[src/rtl/core_perf_monitor_pkg.sv]
// Shared definitions for the core performance monitor: run/done state encodings
// and the fixed display-select codes.
package core_perf_monitor_pkg;

  localparam logic [0:0] ST_RUN  = 1'b0;
  localparam logic [0:0] ST_DONE = 1'b1;

  // Select 0 shows the total; cores follow at 1..N, then the live counter.
  localparam int unsigned SEL_END_CNT     = 0;
  localparam int unsigned SEL_LIVE_OFFSET = 1;

endpackage

[src/rtl/perf_capture_slot.sv]
// One per core: sticky completion flag plus the cycle count captured when the
// core first reported halt.
module perf_capture_slot #(
  parameter int CNT_W = 32
) (
  input  logic             clk,
  input  logic             reset,
  input  logic             capture_i,
  input  logic [CNT_W-1:0] value_i,
  output logic             done_o,
  output logic [CNT_W-1:0] cnt_o
);

  logic             done_q;
  logic [CNT_W-1:0] cnt_q;

  always_ff @(posedge clk) begin
    if (reset) begin
      done_q <= 1'b0;
      cnt_q  <= '0;
    end else if (capture_i) begin
      done_q <= 1'b1;
      cnt_q  <= value_i;
    end
  end

  assign done_o = done_q;
  assign cnt_o  = cnt_q;

endmodule

[src/rtl/core_perf_monitor.sv]
// Counts cycles from reset release until every core has halted, records each
// core's halt cycle, and drives a registered display word for the board.
module core_perf_monitor
  import core_perf_monitor_pkg::*;
#(
  parameter int NUM_CORES  = 4,
  parameter int CNT_W      = 32,
  parameter int NUM_DIGITS = 4,
  parameter int SEL_W      = 4
) (
  input  logic                    clk,
  input  logic                    reset,
  input  logic [NUM_CORES-1:0]    halt,
  input  logic [SEL_W-1:0]        disp_sel,
  output logic [NUM_CORES-1:0]    core_done,
  output logic                    all_done,
  output logic                    done_pulse,
  output logic                    overflow,
  output logic [4*NUM_DIGITS-1:0] disp_value
);

  localparam int DISP_W = 4 * NUM_DIGITS;

  logic [0:0]        state_q, state_d;
  logic [CNT_W-1:0]  cyc_q, cyc_d;
  logic [CNT_W-1:0]  end_q, end_d;
  logic              overflow_q, overflow_d;
  logic              pulse_q, pulse_d;
  logic [DISP_W-1:0] disp_q, disp_d;

  logic [NUM_CORES-1:0] capture;
  logic [NUM_CORES-1:0] halt_eff;
  logic [CNT_W-1:0]     core_cnt [NUM_CORES];
  logic                 running;
  logic                 all_halted;
  logic [CNT_W-1:0]     sel_val;
  logic                 sel_fill;

  // A core stays complete once captured, even if its halt line later drops.
  assign running    = (state_q == ST_RUN);
  assign halt_eff   = halt | core_done;
  assign all_halted = &halt_eff;
  assign capture    = running ? (halt & ~core_done) : '0;

  for (genvar g = 0; g < NUM_CORES; g++) begin : g_slot
    perf_capture_slot #(
      .CNT_W(CNT_W)
    ) u_slot (
      .clk      (clk),
      .reset    (reset),
      .capture_i(capture[g]),
      .value_i  (cyc_q),
      .done_o   (core_done[g]),
      .cnt_o    (core_cnt[g])
    );
  end

  always_comb begin
    state_d    = state_q;
    cyc_d      = cyc_q;
    end_d      = end_q;
    overflow_d = overflow_q;
    pulse_d    = 1'b0;
    if (running) begin
      if (all_halted) begin
        end_d   = cyc_q;
        state_d = ST_DONE;
        pulse_d = 1'b1;
      end else if (cyc_q != '1) begin
        cyc_d = cyc_q + CNT_W'(1);
        if (cyc_d == '1) overflow_d = 1'b1;
      end
    end
  end

  // Display source mux; unsupported codes show an all-ones pattern.
  always_comb begin
    sel_val  = '0;
    sel_fill = 1'b0;
    if (disp_sel == SEL_W'(SEL_END_CNT)) begin
      sel_val = end_q;
    end else if (disp_sel == SEL_W'(NUM_CORES + SEL_LIVE_OFFSET)) begin
      sel_val = cyc_q;
    end else begin
      sel_fill = 1'b1;
      for (int i = 0; i < NUM_CORES; i++) begin
        if (disp_sel == SEL_W'(i + 1)) begin
          sel_val  = core_cnt[i];
          sel_fill = 1'b0;
        end
      end
    end
    disp_d = sel_fill ? '1 : DISP_W'(sel_val);
  end

  always_ff @(posedge clk) begin
    if (reset) begin
      state_q    <= ST_RUN;
      cyc_q      <= '0;
      end_q      <= '0;
      overflow_q <= 1'b0;
      pulse_q    <= 1'b0;
      disp_q     <= '0;
    end else begin
      state_q    <= state_d;
      cyc_q      <= cyc_d;
      end_q      <= end_d;
      overflow_q <= overflow_d;
      pulse_q    <= pulse_d;
      disp_q     <= disp_d;
    end
  end

  assign all_done   = (state_q == ST_DONE);
  assign done_pulse = pulse_q;
  assign overflow   = overflow_q;
  assign disp_value = disp_q;

endmodule

[config.mk]
export PLATFORM = sky130hd
export DESIGN_NAME = core_perf_monitor
export DESIGN_NICKNAME = d
export VERILOG_FILES = /design/src/rtl/core_perf_monitor_pkg.sv /design/src/rtl/perf_capture_slot.sv /design/src/rtl/core_perf_monitor.sv
export SDC_FILE = /design/constraint.sdc
export NUM_CORES = 1
export LEC_CHECK = 0
export ABC_AREA = 1
export BUFFER_PORTS_ARGS = -buffer_cell sky130_fd_sc_hd__buf_2
export CAP_MARGIN = 20
export CORE_MARGIN = 10
export CORE_UTILIZATION = 53
export CTS_BUF_LIST = sky130_fd_sc_hd__clkbuf_8 sky130_fd_sc_hd__clkbuf_16
export DETAILED_ROUTE_END_ITERATION = 10
export PLACE_DENSITY = 0.69
export SYNTH_ARGS = -nofsm -noshare
export SYNTH_HDL_FRONTEND = slang
export SYNTH_HIERARCHICAL = 1
export SYNTH_SLANG_ARGS = --single-unit
[constraint.sdc]
create_clock -name clk -period 2.32 [get_ports clk]
set_input_delay 0.464 -clock clk [delete_from_list [all_inputs] [get_ports clk]]
set_output_delay 0.464 -clock clk [all_outputs]
set_load 0.02 [all_outputs]
==> results.cfg <==
[run_status]
status = finished, final reports clean

[placement]
routabilityCongestion = 0.912
placed_area_sq_um = 7150
dp_hpwl_microns = 13500
dp_cells = 1251
port-buffer-count = 32
place_ws_ns = 0.237

[min_path]
hp-start = reset
hold_class = input port to flop

[floorplan]
start_util_pct = 54.7
die_w_microns = 135
fp-row-count = 41
io_pins = 33
fp.dieArea_sq_um = 18100
die_h_microns = 135
core_sq_um = 12700

[sta]
max_freq_mhz = 480
rsz0062_at_grt = false
postLayoutSetupSlackWorst_ns = 0.236
final_max_slew_viol_count = 0
setup_violations = 0
relSlewSlack_pct = 55.0
hold_viol_final = 0
min_period_ns = 2.08
finClkSkew_ns = 0.00617
max_slew.worst_pin.slew_ns = 0.674
finalCritPeriodShare_pct = 89.8

[flow_run]
drv_cap = 0

[clocking]
tritoncts = yes
htree_levels = 4
cts_buffers = 17
clk_latency_ns = 0.42
cts_buffer_depth = 2
post_cts_buffers = 0
clock_sinks = 135
cts.reportedPaths.clkPinSlew_ns = 0.06
clockRootBuffer = clkbuf_16

[synth]
syn-instance-count = 1078
synth_warnings = 6
syn_nets = 1090
syn_area_sq_um = 6960
postSynthAreaPerCell_sq_um = 6.46

[worst_setup_path]
cpMostUsedCell = nand2_1
worstSetupPathType = flop to flop
cp-end-kind = flop
startpoint = cyc_q[0]$_SDFFE_PP0P_
slowest_delay_ns = 0.38
r2r-start = cyc_q[0]$_SDFFE_PP0P_
start_kind = flop
cp_max_fo = 5
path_cells = ha_1, nand2_1, nor2_4, nand2_2, nor2_2, nand2_1, nand2_1, nand2_1, nor2_1, nand2_1, nor2_1, nand3_1, a21oi_2
crit_arrival_ns = 2.44
slowest_stage = dfxtp_1
critPathRequiredTime_ns = 2.67

[drt]
routed_via_density = 5.03
drc = 0
first_pass_iters = 5
drtAntennaViolNets = 0
vias = 6454
drt-initial-drc-count = 520
drt_wl_total_microns = 19100
routedWlPerCell_microns = 14.9

[finish]
design_area_sq_um = 7760
final_cells = 1283
finalNetCount = 1110
n_antenna_cell = 0
syn2layout_area_growth_pct = 11.6
drive_gt1_share_pct = 10.7
final_util_pct = 61.0

[pwr]
p_leak_nw = 3.35
p_per_area_nw_per_um2 = 851
peakVddDrop_mv = 0.505
power_mw = 6.61

[global_route]
grt.busiest_layer = met2
grtUsageTotal_pct = 21.2
antenna_found_initial = 0
grtUsageMet3_pct = 4.93
grt_pass1_wl_microns = 30500
overflow = 0
grt_use_met1_pct = 24.7
grt_max_degree = 57
grt_pass1_vias = 5842
grt_util_met2_pct = 36.7
==> flip-flops by register name, summed over array words and instances (netlist names) <==
register	count
end_q	16
done_pulse	1
all_done	1
g_slot.u_slot/cnt_o	64
cyc_q	32
disp_value	16
g_slot.u_slot/done_o	4
overflow	1
==> worst paths after layout <==
kind	end	slack (ns)	cells after the start
setup / recovery	overflow$_SDFFE_PP0P_	0.24	13
hold / removal	g_slot[1].u_slot/done_o$_SDFFE_PP0P_	0.35	2
setup reg to reg	overflow$_SDFFE_PP0P_	0.24	13
hold reg to reg	end_q[5]$_SDFFE_PP0P_	0.45	2
==> final cells by class <==
type | instances | area [sq um]
fill | 1261 | 4960
inverter | 160 | 606
tap | 172 | 215
clock buffer | 19 | 453
timing repair buffer | 60 | 374
sequential | 135 | 2700
multi-input combinational | 724 | 3260
clock inverter | 13 | 154
==> worst max-delay path, delay by kind of cell (launching register included) <==
family | cells | cell delay (ns)
simple gates | 11 | 1.29
flops | 1 | 0.38
fa+ha+maj | 1 | 0.23
compound gates | 1 | 0.12
==> stage by stage <==
step / hold slack [ns] / TNS (ns)
after floorplan: 0.425 / 0
after global placement: 0.434 / -0.123
after detailed placement: 0.441 / 0
after CTS: 0.343 / 0
after global routing: 0.363 / 0
final: 0.350 / 0
==> placed cells by master, fill, tap and decap left out, types with 4 or more instances in the layout <==
cell type,instances
a21oi_1,43
a221oi_1,16
buf_2,32
buf_4,27
clkbuf_16,17
clkinv_2,4
dfxtp_1,135
inv_1,159
nand2_1,281
nand2_2,6
nand3_1,26
nor2_1,223
nor2_2,4
nor2_4,5
o211ai_1,13
o21ai_0,68
o21ai_1,10
==> what timing repair did <==
item                       in CTS  in global routing
hold buffers                    0                  0
setup endpoints to repair       0                  1
resized for setup               0                  3
==> power by group <==
part,internal (mW),switching [mW],leakage [nW]
clock,1.74,1.02,0.296
sequential,2.57,0.216,1.11
combinational,0.364,0.694,1.94
==> per-layer routing <==
| layer | vias up | share of wire (%) |
|---|---|---|
| li1 | 3357 | - |
| met1 | 2893 | 42 |
| met2 | 160 | 49 |
| met3 | 44 | 4.6 |
| met4 | 0 | 3.8 |
| met5 | - | 0 |
Note: power is estimated with default switching activity, not from simulation.
